### config.mk
export PLATFORM = sky130hd
export DESIGN_NAME = dpb_stream_reader_flat
export DESIGN_NICKNAME = d
export VERILOG_FILES = /design/src/rtl/dpb_stream_reader_pkg.sv /design/src/rtl/dpb_stream_reader_if.sv /design/src/rtl/dpb_stream_reader_rd_fifo2.sv /design/src/rtl/dpb_stream_reader.sv /design/src/flat_wrapper.sv
export SDC_FILE = /design/constraint.sdc
export NUM_CORES = 1
export LEC_CHECK = 0
export BUFFER_PORTS_ARGS = -buffer_cell sky130_fd_sc_hd__buf_4
export CORE_ASPECT_RATIO = 0.5
export CORE_UTILIZATION = 35
export CTS_CLUSTER_SIZE = 8
export DETAILED_ROUTE_END_ITERATION = 6
export SYNTH_ARGS = -nofsm -noshare
export SYNTH_HDL_FRONTEND = slang
export SYNTH_SLANG_ARGS = --single-unit
### constraint.sdc
create_clock -name clk -period 2.17 [get_ports clk]
set_input_delay 0.3255 -clock clk [delete_from_list [all_inputs] [get_ports clk]]
set_output_delay 0.3255 -clock clk [all_outputs]
set_load 0.1 [all_outputs]
### src/rtl/dpb_stream_reader_pkg.sv
// Shared definitions for the DPB stream reader slice.
//   ADDR_W / DATA_W / LEN_W : RAM address, RAM/stream data and transfer length widths
//   MAX_LEN                 : largest legal transfer (one full sweep of the RAM)
//   rd_state_t              : reader FSM states
//   fifo_entry_t            : one buffered byte plus its end-of-transfer flag
package dpb_pkg;

    localparam int ADDR_W  = 12;
    localparam int DATA_W  = 8;
    localparam int LEN_W   = 13;
    localparam int MAX_LEN = 1 << ADDR_W;

    typedef enum logic [1:0] {
        IDLE,
        READ,
        DRAIN
    } rd_state_t;

    typedef struct packed {
        logic [DATA_W-1:0] data;
        logic              last;
    } fifo_entry_t;

endpackage

### src/rtl/dpb_stream_reader_if.sv
// Bus bundle between the stream reader, the block RAM read port and the byte consumer.
//   ram_ce/ram_oce/ram_wre/ram_ad : RAM port controls driven by the reader
//   ram_dout                      : RAM read data, valid one clock after ram_ce
//   m_valid/m_data/m_last         : byte stream driven by the reader
//   m_ready                       : consumer back-pressure
// master = the reader, slave = the RAM/consumer side.
interface dpb_stream_reader_if;
    import dpb_pkg::*;

    logic              ram_ce;
    logic              ram_oce;
    logic              ram_wre;
    logic [ADDR_W-1:0] ram_ad;
    logic [DATA_W-1:0] ram_dout;

    logic              m_valid;
    logic [DATA_W-1:0] m_data;
    logic              m_last;
    logic              m_ready;

    modport master (
        output ram_ce, ram_oce, ram_wre, ram_ad,
        input  ram_dout,
        output m_valid, m_data, m_last,
        input  m_ready
    );

    modport slave (
        input  ram_ce, ram_oce, ram_wre, ram_ad,
        output ram_dout,
        input  m_valid, m_data, m_last,
        output m_ready
    );

endinterface

### src/rtl/dpb_stream_reader_rd_fifo2.sv
// Two-entry synchronous FIFO that absorbs the registered RAM read latency.
//   clk, resetn : clock, asynchronous active-low reset
//   push        : write wr_entry this cycle
//   pop         : drop the head entry this cycle
//   head        : oldest entry (zero after reset)
//   count       : number of stored entries (0..2)
//   full, empty : count == 2 / count == 0
module dpb_rd_fifo2
    import dpb_pkg::*;
(
    input  logic        clk,
    input  logic        resetn,
    input  logic        push,
    input  logic        pop,
    input  fifo_entry_t wr_entry,
    output fifo_entry_t head,
    output logic [1:0]  count,
    output logic        full,
    output logic        empty
);

    fifo_entry_t mem [2];
    logic        wr_ptr;
    logic        rd_ptr;

    // Storage is cleared too so that the stream outputs read zero out of reset.
    always_ff @(posedge clk or negedge resetn) begin
        if (!resetn) begin
            mem[0] <= '0;
            mem[1] <= '0;
            wr_ptr <= 1'b0;
            rd_ptr <= 1'b0;
            count  <= 2'd0;
        end else begin
            if (push) begin
                mem[wr_ptr] <= wr_entry;
                wr_ptr      <= !wr_ptr;
            end
            if (pop) begin
                rd_ptr <= !rd_ptr;
            end
            case ({push, pop})
                2'b10:   count <= count + 2'd1;
                2'b01:   count <= count - 2'd1;
                default: count <= count;
            endcase
        end
    end

    assign head  = mem[rd_ptr];
    assign full  = (count == 2'd2);
    assign empty = (count == 2'd0);

    // The reader never issues a read that would land on a full buffer.
    a_no_overflow: assert property (@(posedge clk) disable iff (!resetn) !(push && full));

endmodule

### src/rtl/dpb_stream_reader.sv
// Read-side master for the 4096x8 dual-port block RAM. A start command sweeps
// len bytes from base_addr (wrapping) out of the RAM and delivers them in
// ascending address order as a valid/ready byte stream, 1 byte/clk when the
// consumer never stalls.
//   clk, resetn     : clock (shared with the RAM port), asynchronous active-low reset
//   start           : command strobe, ignored while busy
//   base_addr, len  : transfer parameters, sampled on an accepted start
//   busy            : high from accepted start until the cycle done pulses
//   done            : one-cycle end-of-transfer pulse
//   bus (master)    : RAM read port and output byte stream
module dpb_stream_reader
    import dpb_pkg::*;
(
    input  logic                clk,
    input  logic                resetn,
    input  logic                start,
    input  logic [ADDR_W-1:0]   base_addr,
    input  logic [LEN_W-1:0]    len,
    output logic                busy,
    output logic                done,
    dpb_stream_reader_if.master bus
);

    rd_state_t         state_q;
    rd_state_t         state_d;
    logic [ADDR_W-1:0] addr_q;
    logic [LEN_W-1:0]  remain_q;
    logic              inflight_q;
    logic              inflight_last_q;
    logic              done_q;

    logic              accept;
    logic              issue;
    logic              pop;
    logic              last_pop;
    logic              last_issue;
    logic [1:0]        occ;

    fifo_entry_t       wr_entry;
    fifo_entry_t       head;
    logic [1:0]        count;
    logic              full;
    logic              empty;

    dpb_rd_fifo2 u_fifo (
        .clk      (clk),
        .resetn   (resetn),
        .push     (inflight_q),
        .pop      (pop),
        .wr_entry (wr_entry),
        .head     (head),
        .count    (count),
        .full     (full),
        .empty    (empty)
    );

    // A read issued last cycle returns this cycle and is pushed with its last flag.
    assign wr_entry   = '{data: bus.ram_dout, last: inflight_last_q};
    assign pop        = !empty && bus.m_ready;
    assign last_pop   = pop && head.last;
    // Occupancy counts bytes already buffered plus the one still inside the RAM.
    assign occ        = count + {1'b0, inflight_q};
    assign accept     = (state_q == IDLE) && start;
    assign last_issue = issue && (remain_q == LEN_W'(1));

    always_comb begin
        state_d = state_q;
        issue   = 1'b0;
        case (state_q)
            IDLE: begin
                if (start && (len != '0)) begin
                    state_d = READ;
                end
            end
            READ: begin
                // With two bytes committed a read is only safe if one leaves this cycle.
                issue = (occ < 2'd2) || ((occ == 2'd2) && pop);
                if (issue && (remain_q == LEN_W'(1))) begin
                    state_d = DRAIN;
                end
            end
            DRAIN: begin
                if (last_pop) begin
                    state_d = IDLE;
                end
            end
            default: state_d = IDLE;
        endcase
    end

    always_ff @(posedge clk or negedge resetn) begin
        if (!resetn) begin
            state_q         <= IDLE;
            addr_q          <= '0;
            remain_q        <= '0;
            inflight_q      <= 1'b0;
            inflight_last_q <= 1'b0;
            done_q          <= 1'b0;
        end else begin
            state_q         <= state_d;
            inflight_q      <= issue;
            inflight_last_q <= last_issue;
            // A zero-length command completes without touching the RAM.
            done_q          <= (accept && (len == '0)) || ((state_q == DRAIN) && last_pop);
            if (accept) begin
                addr_q   <= base_addr;
                remain_q <= len;
            end else if (issue) begin
                addr_q   <= addr_q + ADDR_W'(1);
                remain_q <= remain_q - LEN_W'(1);
            end
        end
    end

    assign busy        = (state_q != IDLE);
    assign done        = done_q;
    assign bus.ram_ce  = issue;
    assign bus.ram_oce = 1'b1;
    assign bus.ram_wre = 1'b0;
    assign bus.ram_ad  = addr_q;
    assign bus.m_valid = !empty;
    assign bus.m_data  = head.data;
    assign bus.m_last  = head.last;

    a_len_range: assert property (@(posedge clk) disable iff (!resetn)
        accept |-> (len <= LEN_W'(MAX_LEN)));

endmodule

### src/flat_wrapper.sv
// flat-port wrapper written by rule: the top's interface ports become plain ports
module dpb_stream_reader_flat import dpb_pkg::*;
  (clk, resetn, start, base_addr, len, busy, done, bus_ram_ce, bus_ram_oce, bus_ram_wre, bus_ram_ad, bus_ram_dout, bus_m_valid, bus_m_data, bus_m_last, bus_m_ready);
  dpb_stream_reader_if bus_i ();
  input  logic clk;
  input  logic resetn;
  input  logic start;
  input  logic [ADDR_W-1:0] base_addr;
  input  logic [LEN_W-1:0] len;
  output logic busy;
  output logic done;
  output wire logic [$bits(bus_i.ram_ce)-1:0] bus_ram_ce;
  output wire logic [$bits(bus_i.ram_oce)-1:0] bus_ram_oce;
  output wire logic [$bits(bus_i.ram_wre)-1:0] bus_ram_wre;
  output wire logic [$bits(bus_i.ram_ad)-1:0] bus_ram_ad;
  input wire logic [$bits(bus_i.ram_dout)-1:0] bus_ram_dout;
  output wire logic [$bits(bus_i.m_valid)-1:0] bus_m_valid;
  output wire logic [$bits(bus_i.m_data)-1:0] bus_m_data;
  output wire logic [$bits(bus_i.m_last)-1:0] bus_m_last;
  input wire logic [$bits(bus_i.m_ready)-1:0] bus_m_ready;
  assign bus_ram_ce = bus_i.ram_ce;
  assign bus_ram_oce = bus_i.ram_oce;
  assign bus_ram_wre = bus_i.ram_wre;
  assign bus_ram_ad = bus_i.ram_ad;
  assign bus_i.ram_dout = bus_ram_dout;
  assign bus_m_valid = bus_i.m_valid;
  assign bus_m_data = bus_i.m_data;
  assign bus_m_last = bus_i.m_last;
  assign bus_i.m_ready = bus_m_ready;
  dpb_stream_reader u_core (.clk(clk), .resetn(resetn), .start(start), .base_addr(base_addr), .len(len), .busy(busy), .done(done), .bus(bus_i));
endmodule
==> flow_summary_export.csv <==
group,metric,value,unit
outcome,status,"completed",
finish,n_antenna_cell,0,
clock_tree,cts_tree,"yes",
die,initial_core_util,36.9,%
drt,drtAntennaViolNets,0,
synth,synth_warnings,0,
global_routing,first_global_vias,2172,
setup_path,reg2reg_to,"u_core.bus.ram_ad[8]",
finish,fin_area,3560,µm²
setup_path,crit_cells,7,
setup_path,slowest_delay,0.38,ns
job,maxCapViolCount,0,
die,ios,64,
sta,fin_hold_ws,0.0613,ns
setup_path,crit_buf_inv,2,
synth,seq_area_frac_synth,47.1,%
sta,finalMaxSlewViolations,0,
setup_path,crit_family,"compound AO/OA/AOI/OAI gates",
synth,synth-xor-area-share,1.90,%
die,dieArea,8280,µm²
global_routing,groute.usage.overall,17.2,%
sta,setup_violations,0,
global_routing,grt_max_degree,53,
setup_path,timing.rr.start,"u_core.u_fifo.count[0]",
drt,wl_per_cell,15.7,µm
finish,multi_input_area,1380,µm²
die,die_w,128,µm
placement,port_buffers,61,
finish,area.growth.synth_to_final,28.9,%
synth,synth-simple-area-share,17.2,%
synth,synth.area.mux_share,16.7,%
setup_path,slowest_stage,"dfrtp_1",
setup_path,worstSetupEndpointType,"flip-flop",
setup_path,reg2reg_depth,7,
finish,num-fill-cells,696,
global_routing,overflow,0,
sta,finClkSkew,0.00591,ns
setup_path,cp.arrival,2.25,ns
setup_path,cp.required,2.35,ns
synth,synth_top_family_by_area,"simple AND/OR/NAND/NOR gates",
clock_tree,clk_pin_slew,0.07,ns
setup_path,startpoint_type,"flip-flop",
synth,syn_area,2760,µm²
setup_path,path_class,"flip-flop to flip-flop",
synth,syn_area_per_cell,11.0,µm²
drt,drc,0,
global_routing,grt_pass1_wl,11000,µm
sta,hold_viol_final,0,
die,core-area,7490,µm²
sta,fin_crit_sh,95.4,%
drt,wl,6710,µm
synth,ys_ff_latch,52,
drt,via_per_inst,5.28,
drt,via_count,2254,
sta,fin_crit,2.07,ns
drt,drt_iter0_markers,149,
synth,syn_nets,293,
drt,dr.pass1.iters,4,
finish,final_common_cell,"buf_4",
die,rows,22,
sta,clock.fmax,483,MHz
synth,synth-compound-area-share,11.2,%
placement,globalplace.congestion,0.827,
sta,max_slew_margin,54.7,%
setup_path,worstPathCellList,"ha_1 -> nor2b_2 -> o2111ai_2 -> inv_4 -> buf_12 -> mux2_2 -> a221o_1",
synth,netlist_instances,251,
synth,synth_adder_area_share,2.26,%
finish,layout_common_cells,"buf_4, dfrtp_1, mux2_2, a221o_1, nor2_1",
placement,dp_hpwl,4650,µm
clock_tree,root_buffer,"clkbuf_16",
clock_tree,htree_levels,2,
worst_hold_path,holdCritPathClass,"input pin to async pin",
placement,place_area,3370,µm²
global_routing,antenna_found_initial,0,
clock_tree,clock_latency,0.30,ns
clock_tree,clock-sinks,52,
finish,nets,360,
setup_path,crit_path_max_fanout,8,
clock_tree,cts.path.max_buffers,2,
sta,rsz0062_at_grt,"yes",
setup_path,r2r_slack,0.1,ns
sta,worst_slew_pin_slew,0.680,ns
finish,drive_above_1_share,42.6,%
clock_tree,cts_made_buffers,5,
die,fp.dieH,64.8,µm
finish,regArea,1310,µm²
synth,ys_types,42,
==> cell usage after synthesis <==
master / count / area share [%]
or3b_1: 1 / 0.32
or3_4: 1 / 0.41
mux2_2: 33 / 13
nor2_1: 16 / 2.2
buf_4: 3 / 0.81
nor3b_1: 1 / 0.27
inv_1: 6 / 0.81
a31oi_1: 3 / 0.68
ha_1: 5 / 2.3
mux2i_1: 9 / 3.3
o311a_1: 1 / 0.36
nand2_1: 15 / 2.0
nand3b_1: 1 / 0.27
a21oi_1: 3 / 0.54
o221ai_1: 1 / 0.32
or3b_2: 1 / 0.32
o211ai_1: 4 / 1.1
nor3_1: 15 / 2.7
nor2b_1: 1 / 0.23
dfrtp_1: 52 / 47
inv_2: 1 / 0.14
a221o_1: 17 / 6.2
o2111ai_2: 1 / 0.54
and2_1: 2 / 0.45
o311ai_0: 2 / 0.63
nand4_1: 4 / 0.91
clkbuf_1: 9 / 1.2
o221a_2: 1 / 0.41
conb_1: 2 / 0.27
or4_1: 2 / 0.54
o31ai_1: 1 / 0.27
or3_2: 1 / 0.27
nor4_1: 10 / 2.3
or2_2: 7 / 1.6
buf_6: 1 / 0.41
o21ai_0: 1 / 0.18
xnor2_1: 3 / 0.95
or3_1: 4 / 0.91
or4_4: 1 / 0.41
nand3_1: 5 / 0.91
nand2b_1: 1 / 0.23
xor2_1: 3 / 0.95
==> registers in the layout, indices dropped and copies added (netlist names) <==
signal	flops
u_core.u_fifo.mem	18
u_core.u_fifo.wr_ptr	1
u_core.done	1
u_core.inflight_q	1
u_core.state_q	2
u_core.inflight_last_q	1
u_core.remain_q	13
u_core.u_fifo.count	2
u_core.bus.ram_ad	12
u_core.u_fifo.rd_ptr	1
==> per-layer routing <==
metal	vias up	track usage [%]	share of wire, %
met5	-	0	0
met4	0	5.59	1.4
met3	7	3.55	4.3
met2	57	28.2	47
met1	1116	22.9	47
li1	1074	-	-
==> worst max-delay path by stage <==
| stage | slack, ns | start | end |
|---|---|---|---|
| CTS | 0.05 | u_core.u_fifo.count[0] | u_core.remain_q[5] |
| detailed placement | 0.05 | u_core.u_fifo.count[0] | u_core.bus.ram_ad[8] |
| floorplan | 0.01 | u_core.u_fifo.count[0] | u_core.bus.ram_ad[0] |
| global route | -0.02 | u_core.u_fifo.count[0] | u_core.remain_q[10] |
| finish | 0.1 | u_core.u_fifo.count[0] | u_core.bus.ram_ad[8] |
| global placement | 0.12 | u_core.u_fifo.count[0] | u_core.bus.ram_ad[8] |
==> layout make-up <==
| class | count | area share (%) |
|---|---|---|
| Clock buffer | 6 | 3.62 |
| Inverter | 7 | 0.808 |
| Multi-Input combinational cell | 179 | 38.7 |
| Clock inverter | 2 | 0.457 |
| Timing Repair Buffer | 73 | 15.8 |
| Sequential cell | 52 | 36.8 |
| Tap cell | 108 | 3.79 |
==> logic make-up after synthesis <==
family | count (synthesis)
and+or+nand+nor | 89
AOI/OAI and AO/OA | 35
xor gates and xnor gates | 6
buffers and inverters | 20
muxes | 42
adders and majority gates | 5
other | 2
DFF | 52
==> through the flow <==
stage	util, %	setup WS (ns)	std cells	setup TNS (ns)
after floorplan	-	0.0135	251	0
after global placement	45.1	0.119	417	0
after detailed placement	45.1	0.0478	417	0
after CTS	47.4	0.0456	427	0
after global routing	47.6	-0.0217	427	-0.0794
final	47.6	0.0988	427	0
==> what timing repair did <==
item,4_1_cts,5_1_grt
setup endpoints to repair,1,9
setup buffers,2,0
resized for setup,2,2
hold buffers,0,0
Power is not shown: default switching activity piles up to over one toggle a cycle in this logic, so the estimate is an artifact.
